`src/rtl/alu_result_packetizer.sv`:
```
// alu_result_packetizer: captures one ALU result plus opcode, frames it as a 4-byte header
// (opcode, reserved, 16-bit length LE) followed by a little-endian payload, and streams the
// packet one byte at a time over a ready/valid interface. Only one result is held at a time.
// Optional feature macro: RESULT_CHECKSUM_EN appends an XOR checksum byte to each packet.
module alu_result_packetizer #(
  parameter logic [7:0] HDR_RSVD = 8'h00,
  parameter logic [7:0] OpAdd    = 8'h02,
  parameter logic [7:0] OpMul    = 8'h03,
  parameter logic [7:0] OpDiv    = 8'h04
) (
  input  logic        clk,
  input  logic        rst,
  input  logic [7:0]  opcode_i,
  input  logic [63:0] result_i,
  input  logic        result_valid_i,
  output logic        result_ready_o,
  output logic [7:0]  data_o,
  output logic        valid_o,
  input  logic        ready_i,
  output logic        drop_o,
  output logic        busy_o,
  output logic [2:0]  state_o
);

  // Encodings double as the debug state_o values.
  typedef enum logic [2:0] {
    StIdle     = 3'd1,
    StHeader   = 3'd2,
`ifdef RESULT_CHECKSUM_EN
    StPayload  = 3'd3,
    StChecksum = 3'd4
`else
    StPayload  = 3'd3
`endif
  } state_e;

`ifdef RESULT_CHECKSUM_EN
  localparam logic [15:0] ExtraLen = 16'd1;
`else
  localparam logic [15:0] ExtraLen = 16'd0;
`endif

  state_e      state_q, state_d;
  logic [2:0]  idx_q, idx_d, idx_nxt;
  logic [7:0]  opcode_q, opcode_d;
  logic [63:0] result_q, result_d;
  logic [7:0]  data_q, data_d;
  logic        valid_q, valid_d;
  logic        drop_q, drop_d;
  logic        is_mul;
  logic [2:0]  last_idx;
  logic [15:0] pkt_len;
  logic        accept, handshake, supported;
`ifdef RESULT_CHECKSUM_EN
  logic [7:0]  csum_q, csum_d;
`endif

  assign result_ready_o = (state_q == StIdle) && !rst;
  assign accept         = result_valid_i && result_ready_o;
  assign handshake      = valid_q && ready_i;
  assign supported      = (opcode_i == OpAdd) || (opcode_i == OpMul) || (opcode_i == OpDiv);

  // Packet geometry is derived from the latched opcode so input changes after accept are inert.
  assign is_mul   = (opcode_q == OpMul);
  assign last_idx = is_mul ? 3'd7 : 3'd3;
  assign pkt_len  = (is_mul ? 16'd12 : 16'd8) + ExtraLen;
  assign idx_nxt  = idx_q + 3'd1;

  // Next-state, next-byte and latch update logic.
  always_comb begin
    state_d  = state_q;
    idx_d    = idx_q;
    opcode_d = opcode_q;
    result_d = result_q;
    data_d   = data_q;
    valid_d  = valid_q;
    drop_d   = 1'b0;
`ifdef RESULT_CHECKSUM_EN
    csum_d   = csum_q;
`endif
    unique case (state_q)
      StIdle: begin
        if (accept) begin
          opcode_d = opcode_i;
          result_d = result_i;
          if (supported) begin
            state_d = StHeader;
            idx_d   = 3'd0;
            // b0 comes straight from the input so it is on the wire the cycle after accept.
            data_d  = opcode_i;
            valid_d = 1'b1;
`ifdef RESULT_CHECKSUM_EN
            csum_d  = 8'h00;
`endif
          end else begin
            drop_d = 1'b1;
          end
        end
      end
      StHeader: begin
        if (handshake) begin
`ifdef RESULT_CHECKSUM_EN
          csum_d = csum_q ^ data_q;
`endif
          if (idx_q == 3'd3) begin
            state_d = StPayload;
            idx_d   = 3'd0;
            data_d  = result_q[7:0];
          end else begin
            idx_d = idx_nxt;
            case (idx_q)
              3'd0:    data_d = HDR_RSVD;
              3'd1:    data_d = pkt_len[7:0];
              default: data_d = pkt_len[15:8];
            endcase
          end
        end
      end
      StPayload: begin
        if (handshake) begin
          if (idx_q == last_idx) begin
            idx_d = 3'd0;
`ifdef RESULT_CHECKSUM_EN
            state_d = StChecksum;
            data_d  = csum_q ^ data_q;
`else
            state_d = StIdle;
            valid_d = 1'b0;
`endif
          end else begin
            idx_d  = idx_nxt;
            data_d = result_q[{idx_nxt, 3'b000} +: 8];
`ifdef RESULT_CHECKSUM_EN
            csum_d = csum_q ^ data_q;
`endif
          end
        end
      end
`ifdef RESULT_CHECKSUM_EN
      StChecksum: begin
        if (handshake) begin
          state_d = StIdle;
          idx_d   = 3'd0;
          valid_d = 1'b0;
        end
      end
`endif
      default: begin
        state_d = StIdle;
        idx_d   = 3'd0;
        valid_d = 1'b0;
      end
    endcase
  end

  // State and datapath registers with synchronous reset.
  always_ff @(posedge clk) begin
    if (rst) begin
      state_q  <= StIdle;
      idx_q    <= 3'd0;
      opcode_q <= 8'h00;
      result_q <= 64'h0;
      data_q   <= 8'h00;
      valid_q  <= 1'b0;
      drop_q   <= 1'b0;
`ifdef RESULT_CHECKSUM_EN
      csum_q   <= 8'h00;
`endif
    end else begin
      state_q  <= state_d;
      idx_q    <= idx_d;
      opcode_q <= opcode_d;
      result_q <= result_d;
      data_q   <= data_d;
      valid_q  <= valid_d;
      drop_q   <= drop_d;
`ifdef RESULT_CHECKSUM_EN
      csum_q   <= csum_d;
`endif
    end
  end

  assign data_o  = data_q;
  assign valid_o = valid_q;
  assign drop_o  = drop_q;
  assign busy_o  = (state_q != StIdle);
  assign state_o = state_q;

endmodule

```
`config.mk`:
```
export PLATFORM = sky130hd
export DESIGN_NAME = alu_result_packetizer
export DESIGN_NICKNAME = d
export VERILOG_FILES = /design/src/rtl/alu_result_packetizer.sv
export SDC_FILE = /design/constraint.sdc
export NUM_CORES = 1
export LEC_CHECK = 0
export ABC_CLOCK_PERIOD_IN_PS = 2100
export CAP_MARGIN = 15
export CORE_MARGIN = 5
export CORE_UTILIZATION = 46
export DETAILED_ROUTE_END_ITERATION = 16
export PLACE_DENSITY = 0.73
export RECOVER_POWER = 100
export REMOVE_ABC_BUFFERS = 1
export SYNTH_ARGS = -nofsm -noshare
export SYNTH_HDL_FRONTEND = slang
export SYNTH_SLANG_ARGS = --single-unit
```
`constraint.sdc`:
```
create_clock -name clk -period 2.1 [get_ports clk]
set_clock_uncertainty 0.1 [all_clocks]
set_input_delay 0.315 -clock clk [delete_from_list [all_inputs] [get_ports clk]]
set_output_delay 0.315 -clock clk [all_outputs]
set_load 0.005 [all_outputs]
```
== Yosys cells after proc, flatten, opt, wreduce, memory -nomap -nowiden ==
Index checks and enable logic that the tools add are counted.
Storage, ports and cells
  register bits after elaboration: 88
  bits of input ports: 76
  word-level logic and storage cells: 74
Cells by class
  $add $sub $neg: 1
  equality and inequality tests: 18
  shift operators: 1
  mux-type cells: 30
  bitwise logic cells: 3
  reduce and logical (&&, ||, !) cells: 14
Operator list (number)
  variable part select 64 x 7 -> 8 bit: 1
  two-way mux 8 bit: 6
  two-way mux 3 bit: 14
  == test 8 x 2 -> 1 bit (second input constant): 3
  one-hot mux 8 bit (3 select lines): 1
  one-hot mux 3 bit (3 select lines): 2
  != test 2 bit (second input constant): 7
  AND reduction 6 bit: 2
  == test 3 x 2 -> 1 bit (second input constant): 3
  == test 8 x 3 -> 1 bit (second input constant): 1
  one-hot mux 4 bit (2 select lines): 1
  == test 3 x 1 -> 1 bit (second input constant): 2
  two-way mux 1 bit: 5
  AND reduction 5 bit: 1
  AND reduction 4 bit: 1
  adder 3 x 1 -> 3 bit (second input constant): 1
  == test 3 bit: 1
  logical AND 1 bit: 3
  logical NOT 3 bit: 1
  != test 3 x 1 -> 1 bit (second input constant): 1
  inverter 1 bit: 3
  one-hot mux 1 bit (3 select lines): 1
  nonzero test 3 bit: 1
  OR reduction 3 bit: 1
  3 further kinds: 4

== Depth between registers and ports, before layout ==
  depth after elaboration: 6
  depth in mapped cells: 9

== Worst setup path before layout ==
Ideal clock, no wire load.
  kind: register -> register
  from: reg idx_q[0]
  to: reg data_q[2] (netlist: data_o[2])
  arrival time: 2014 ps
  data required time: 1866 ps
  setup slack: -148 ps
  stages on the path, launching flop included: 8
  path buffers: 1
  period minus slack after synthesis: 2248 ps
  path through: dfxtp_1 ha_1 ha_1 clkbuf_1 mux4_2 mux2_2 nand2_1 a311oi_2
Between the ends
  cells in the longest elaborated chain, start to end: 5
  elaborated cells on any way between the ends: 14
  those cells by class: 1 x add/sub; 4 x eq/ne; 1 x shift; 6 x mux; 2 x reduce/logical
Ends and longest elaborated chain
  start, declared: RTL line 44  | logic [2:0] idx_q, idx_d, idx_nxt;
  start signal, assigned: RTL line 171  | idx_q <= idx_d;
  adder 3 x 1 -> 3 bit (tied with other cells): RTL line 67  | assign idx_nxt = idx_q + 3'd1;
  variable part select 64 x 7 -> 8 bit / one-hot mux 4 bit (2 select lines) (equally long branches): RTL line 132, 111
  two-way mux 8 bit, on equally long branches: RTL line 121, 105
  two-way mux 8 bit, on equally long branches: RTL line 120, 101
  one-hot mux 8 bit (3 select lines): RTL line 81  | unique case (state_q)
  end signal, assigned: RTL line 174  | data_q <= data_d;
  end, declared: RTL line 47  | logic [7:0] data_q, data_d;
Several ways; a longest one is shown, not always the timed one. The select of a mux whose other input is x is not followed.
A chain may end at the register's enable or synchronous reset.

== Worst setup path after layout ==
Same ends and word-level chain as after synthesis.

==> run summary <==
Total via count after detailed routing = 3590
Number of pins with negative max-slew slack in the final report = 0
Worst slew pin tran = 0.5013 ns
Achievable Freq = 495.6 MHz
VDD IR max = 476.0 uV
Main synth FF type = dfxtp_1
Global route hottest layer = met2
Worst Setup Start Kind = flip-flop
Largest net degree at the start of global routing = 52
Final critical path time including I/O delays and setup = 2.018 ns
Most common cell after layout, fill and taps aside = nand2_1
Post-route DRC = 0
Proportion of layout cells with a drive suffix above 1 = 17.22%
Antenna-violating nets left = 0
DIE AREA = 11190 sq um
Final period utilization = 96.09%
Slowest Stage Delay on Critical Path = 0.41 ns
Chain of cells forming the critical path = ha_1 -> ha_2 -> mux4_2 -> mux2_2 -> nand2_1 -> a311oi_2
Std-Cell Rows = 35
WL per Instance = 15.33 um
Fraction of synthesis flops using an asynchronous set or reset pin = 0%
Final nets = 654
Top library cells by usage in the layout, fill and taps aside = nand2_1 (155), dfxtp_1 (86), clkdlybuf4s50_1 (76), nand3b_1 (75), buf_4 (34)
Highest-delay cell along the critical path = ha_2
Post-synthesis register bit count = 87
Smallest hold slack = 0.3739 ns
Kind of critical path = reg2reg
Count of endpoints failing setup in the final report = 0
Leak pwr = 2.459 nW
Routing usage on met3 = 5.144%
Normalized max-slew margin = 66.58%
Setup repair after global routing missed its margin = yes
Clock edge transition at the registers on the reported setup and hold paths = 0.10 ns
Maximum buffer depth of the clock tree = 2
Number of cells produced by synthesis = 469
Distinct cell type count of the synthesized netlist = 44
Core occupancy in the finished layout = 61.90%
Routed Wire Length = 10.52 mm
Number of synthesized flops with an enable pin = 0
Placed Area = 5399 sq um
Overall track demand over capacity in global routing = 19.30%
Die extent in x = 105.8 um
Global Route met2 Usage = 32.74%
Initial Utilization = 46.32%
Synthesized area = 4219 sq um
Met1 Resource Use GR = 24.83%
Cts-stage hold buffer count = 0
Crit path max-delay family = adder cells
Sequential-to-total area share from yosys stat = 41.28%
Number of global-route vias before repair = 3677
Final hold vios = 0
Crit end category = flip-flop
Weighted congestion reported at the end of routability-driven placement = 0.8795
Number of buffers inserted by post-CTS setup repair = 0
Worst skew pair latency = 0.36 ns
Count of inserted antenna diode cells = 0
Number of warnings reported in the yosys synthesis log = 0
Number of port buffers = 89
Bufs and invs on worst path = 0
Starting DRC count in detailed routing = 199
Data arrival, critical path = 2.14 ns
TritonCTS Sinks = 87
Crit path required time = 2.23 ns
Length of the first detailed-routing pass in iterations = 4
First-pass GRT wire length = 17.60 mm
Final TNS setup = 0 ns
CTS tree = built
CTS Buf Count = 9
Post-detailed-placement half-perimeter wirelength = 7.682 mm
Via-per-instance ratio = 5.233
Worst hold-check path type = in2reg
CP Max Fanout = 5
Max-capacitance violation count = 0
Initial antenna violation count = 0
Power Density = 1122 nW/um^2
Number of primary I/O pins = 91
Clock tree root driver cell = clkbuf_8
Die outline height = 105.8 um
Area Growth Syn to Fin = 33.63%
Avg Synthesized Cell Area = 8.996 sq um
Core Box Area = 9109 sq um
Design area = 5638 sq um
Outcome = finished, final reports clean
Grt total ovfl = 0
H-Tree Level Count = 3
==> synth_stat cells, types with 2 or more instances <==
library cell | n | area [sq um]
a211oi_2 | 5 | 62.56
ha_1 | 8 | 100.1
nor2_1 | 7 | 26.28
nand3b_1 | 75 | 563.0
dfxtp_1 | 87 | 1742
nor3b_1 | 3 | 22.52
a21o_1 | 2 | 15.01
buf_2 | 4 | 20.02
a21oi_1 | 13 | 65.06
o221a_2 | 5 | 56.30
nand2_1 | 156 | 585.6
nor4_1 | 2 | 12.51
buf_4 | 2 | 15.01
mux4_2 | 16 | 360.4
nor3_1 | 2 | 10.01
a22oi_1 | 2 | 15.01
mux2_2 | 4 | 45.04
a311oi_2 | 2 | 30.03
inv_1 | 7 | 26.28
nand3_1 | 6 | 30.03
mux2i_1 | 6 | 60.06
nor2b_1 | 4 | 25.02
clkbuf_1 | 30 | 112.6
==> layer usage <==
layer  vias to the layer above  wire, um
li1                       1818         -
met1                      1684      4682
met2                        81      5175
met3                         7       568
met4                         0        91
met5                         -         0
==> flip-flops by register name, indices dropped and copies added (netlist names) <==
| signal | count |
|---|---|
| data_o | 8 |
| drop_o | 1 |
| idx_q | 3 |
| opcode_q | 8 |
| result_q | 64 |
| state_o | 2 |
| valid_o | 1 |
==> final timing paths <==
kind	cells after the start	slack (ns)	end	startpoint
max	6	0.08	data_o[2]	idx_q[0]
min	3	0.37	result_q[9]	result_i[9]
max reg2reg	6	0.08	data_o[2]	idx_q[0]
min reg2reg	2	0.38	result_q[10]	result_q[10]
==> tightest hold or removal path: cells and delay by family <==
kind / cells / cell delay, ns
buf+inv: 1 / 0.39
simple gates: 2 / 0.09
==> logic make-up (layout without fill, tap and decap cells) <==
kind of cell / after synthesis / count (layout) / share of synthesized area (%)
AO/OA/AOI/OAI: 41 / 41 / 9.134
adder cells (fa/ha/maj): 8 / 8 / 2.373
buffers and inverters: 44 / 150 / 4.389
flip-flops: 87 / 87 / 41.28
multiplexers: 26 / 26 / 11.03
other: 1 / 1 / 0.08888
AND/OR/NAND/NOR: 262 / 262 / 31.70
==> metrics by stage <==
stage	cells	setup WS, ns	power, mW
after floorplan	432	-0.6115	3.848
final	686	0.08206	6.324
after CTS	686	0.02416	6.409
after global placement	670	-0.03965	5.000
after global routing	686	-0.009966	6.730
after detailed placement	670	-0.06476	5.070
==> power by group <==
group	switching [mW]	internal, mW	total (mW)
combinational	1.33	1.36	2.69
sequential	0.235	2.06	2.29
clock	0.649	0.687	1.34
total	2.22	4.11	6.32
==> final cells by class <==
| type | instances | area (sq um) |
|---|---|---|
| flip-flops and latches | 87 | 1743 |
| repair buffers | 127 | 1196 |
| inverters | 7 | 26.28 |
| multi-input cells | 338 | 2307 |
| clock inverters | 7 | 102.6 |
| well taps | 111 | 138.9 |
| fillers | 839 | 3471 |
| clock buffers | 9 | 123.9 |
==> repair_timing <==
action	in CTS	in global routing
endpoints found under the setup margin	2	7
endpoints found under the hold margin	0	0
resized for setup	2	5
pin swaps	0	0
(Power assumes the default switching activity.)
==> RTL edit: new RTL, same flow settings <==
Build with the macro `RESULT_CHECKSUM_EN` defined.
--- a/src/rtl/alu_result_packetizer.sv
+++ b/src/rtl/alu_result_packetizer.sv
@@ -2,6 +2,8 @@
 // (opcode, reserved, 16-bit length LE) followed by a little-endian payload, and streams the
 // packet one byte at a time over a ready/valid interface. Only one result is held at a time.
 // Optional feature macro: RESULT_CHECKSUM_EN appends an XOR checksum byte to each packet.
+`define RESULT_CHECKSUM_EN
+
 module alu_result_packetizer #(
   parameter logic [7:0] HDR_RSVD = 8'h00,
   parameter logic [7:0] OpAdd    = 8'h02,
Function: changed (Yosys sat finds a counterexample within 4 cycles, from zero or initial values and one cycle with rst high).
==> RTL edit against the original RTL <==
Routed wire length increased by 15%; non-clock buffer count increased by 5; area after synthesis is 10% higher; total power down 17%; final area grew 9.8%; global-route usage rose by 0.24 points; combinational power shrank 36%; sequential cell count grew 9; setup slack lost 0.081 ns; count of clock-buffer cells in the layout rose by 3; critical path depth increased by 1; critical path type unchanged.
==> RTL edit: results (changes against the original RTL) <==
Placed Cells=783 (+17%); Post-Synth Adder-Cell Area=1.08% (-1.3 points); relative slew slack=72.4% (+5.9 points); outcome=finished, final reports clean; first-pass GRT wire length=20100 microns (+14%); dpl ws=-0.488 ns (-0.423 ns); Compound-Gate Fraction of Synth Area=16.8% (+7.7 points); met2 usage=32.0% (-0.74 points); M1 GR Usage=25.7% (+0.90 points); # Post-CTS Setup Buffers=1 (+1); Pleak=2.37 nW (-3.6%); top cells by area, synth=dfxtp_1 41%, nand2b_1 10%, nand2_1 9.2%; vias in the first global route=4195 (+14%); top post-synthesis cells by count=114 x nand2_1, 96 x dfxtp_1, 77 x nand2b_1; nets=743 (+14%); pin count of the biggest net entering global routing=84 (+62%); Tot GR Track Use=19.5% (+0.24 points); post-synthesis sequential area ratio=41.3% (+0.054 points); Worst Path Max Fanout=7 (+2); layout cells sized above 1=15.4% (-1.8 points); worst hold path startpoint=opcode_i[6]; syn avg cell area=8.30 sq um (-7.7%); post-synthesis mux area share=8.21% (-2.8 points); WL/cell=15.0 microns (-1.9%); critical path startpoint=opcode_q[2]$_SDFFE_PP0P_; post-DP HPWL=8470 microns (+10%)
RTL edit: cell types whose count changed in the layout (fill, tap and decap cells not counted), sizes merged, moves of 9 or more:
cell / change
nand2b: +77
o21ai: +73
nand3b: -72
nand2: -42
nor2: +19
a221oi: +11
dfxtp: +9
inv: +9
RTL edit: worst max-delay path, stage by stage (launching register included):
cell      delay, ns
dfxtp_2        0.34
nor4bb_4       0.31
buf_4          0.17
a211o_1        0.14
a21boi_2       0.08
buf_6          0.14
or4b_2         0.63
a21oi_2        0.13
RTL edit: cell type report:
cell class | count | area, sq um | area share, %
repair buffers | 132 | 1260 | 20.4
clock buffers | 12 | 145 | 2.34
inverters | 20 | 76.3 | 1.23
well taps | 133 | 166 | 2.69
flip-flops and latches | 96 | 1930 | 31.1
clock inverters | 4 | 30.0 | 0.485
multi-input cells | 404 | 2580 | 41.7
RTL edit: report_power, final:
group          leakage [nW]  switching (mW)  internal, mW  total (mW)
sequential            0.789           0.223          2.18        2.40
clock                0.0748           0.659         0.464        1.12
combinational          1.51           0.880         0.854        1.73
total                  2.37            1.76          3.50        5.26
RTL edit: metrics by stage:
stage / TNS (ns) / area (sq um)
floorplan: -179.49 / 4480
CTS: -0.00320 / 6170
global placement: -7.42 / 5910
detailed placement: -8.20 / 5910
finish: 0 / 6190
global route: -0.281 / 6190
RTL edit: path summary, 6_finish.rpt:
kind	end	slack, ns	cells after the start
worst max-delay path	csum_q[3]$_SDFFE_PP0P_	0.0007	7
worst min-delay path	opcode_q[6]$_SDFFE_PP0P_	0.10	3
worst max register to register	csum_q[3]$_SDFFE_PP0P_	0.0007	7
worst min register to register	result_q[32]$_SDFFE_PP0P_	0.38	2
RTL edit: metal layers:
layer	vias up	wire length, microns
li1	2123	-
met1	1976	5340
met2	135	5880
met3	23	633
met4	0	189
met5	-	0
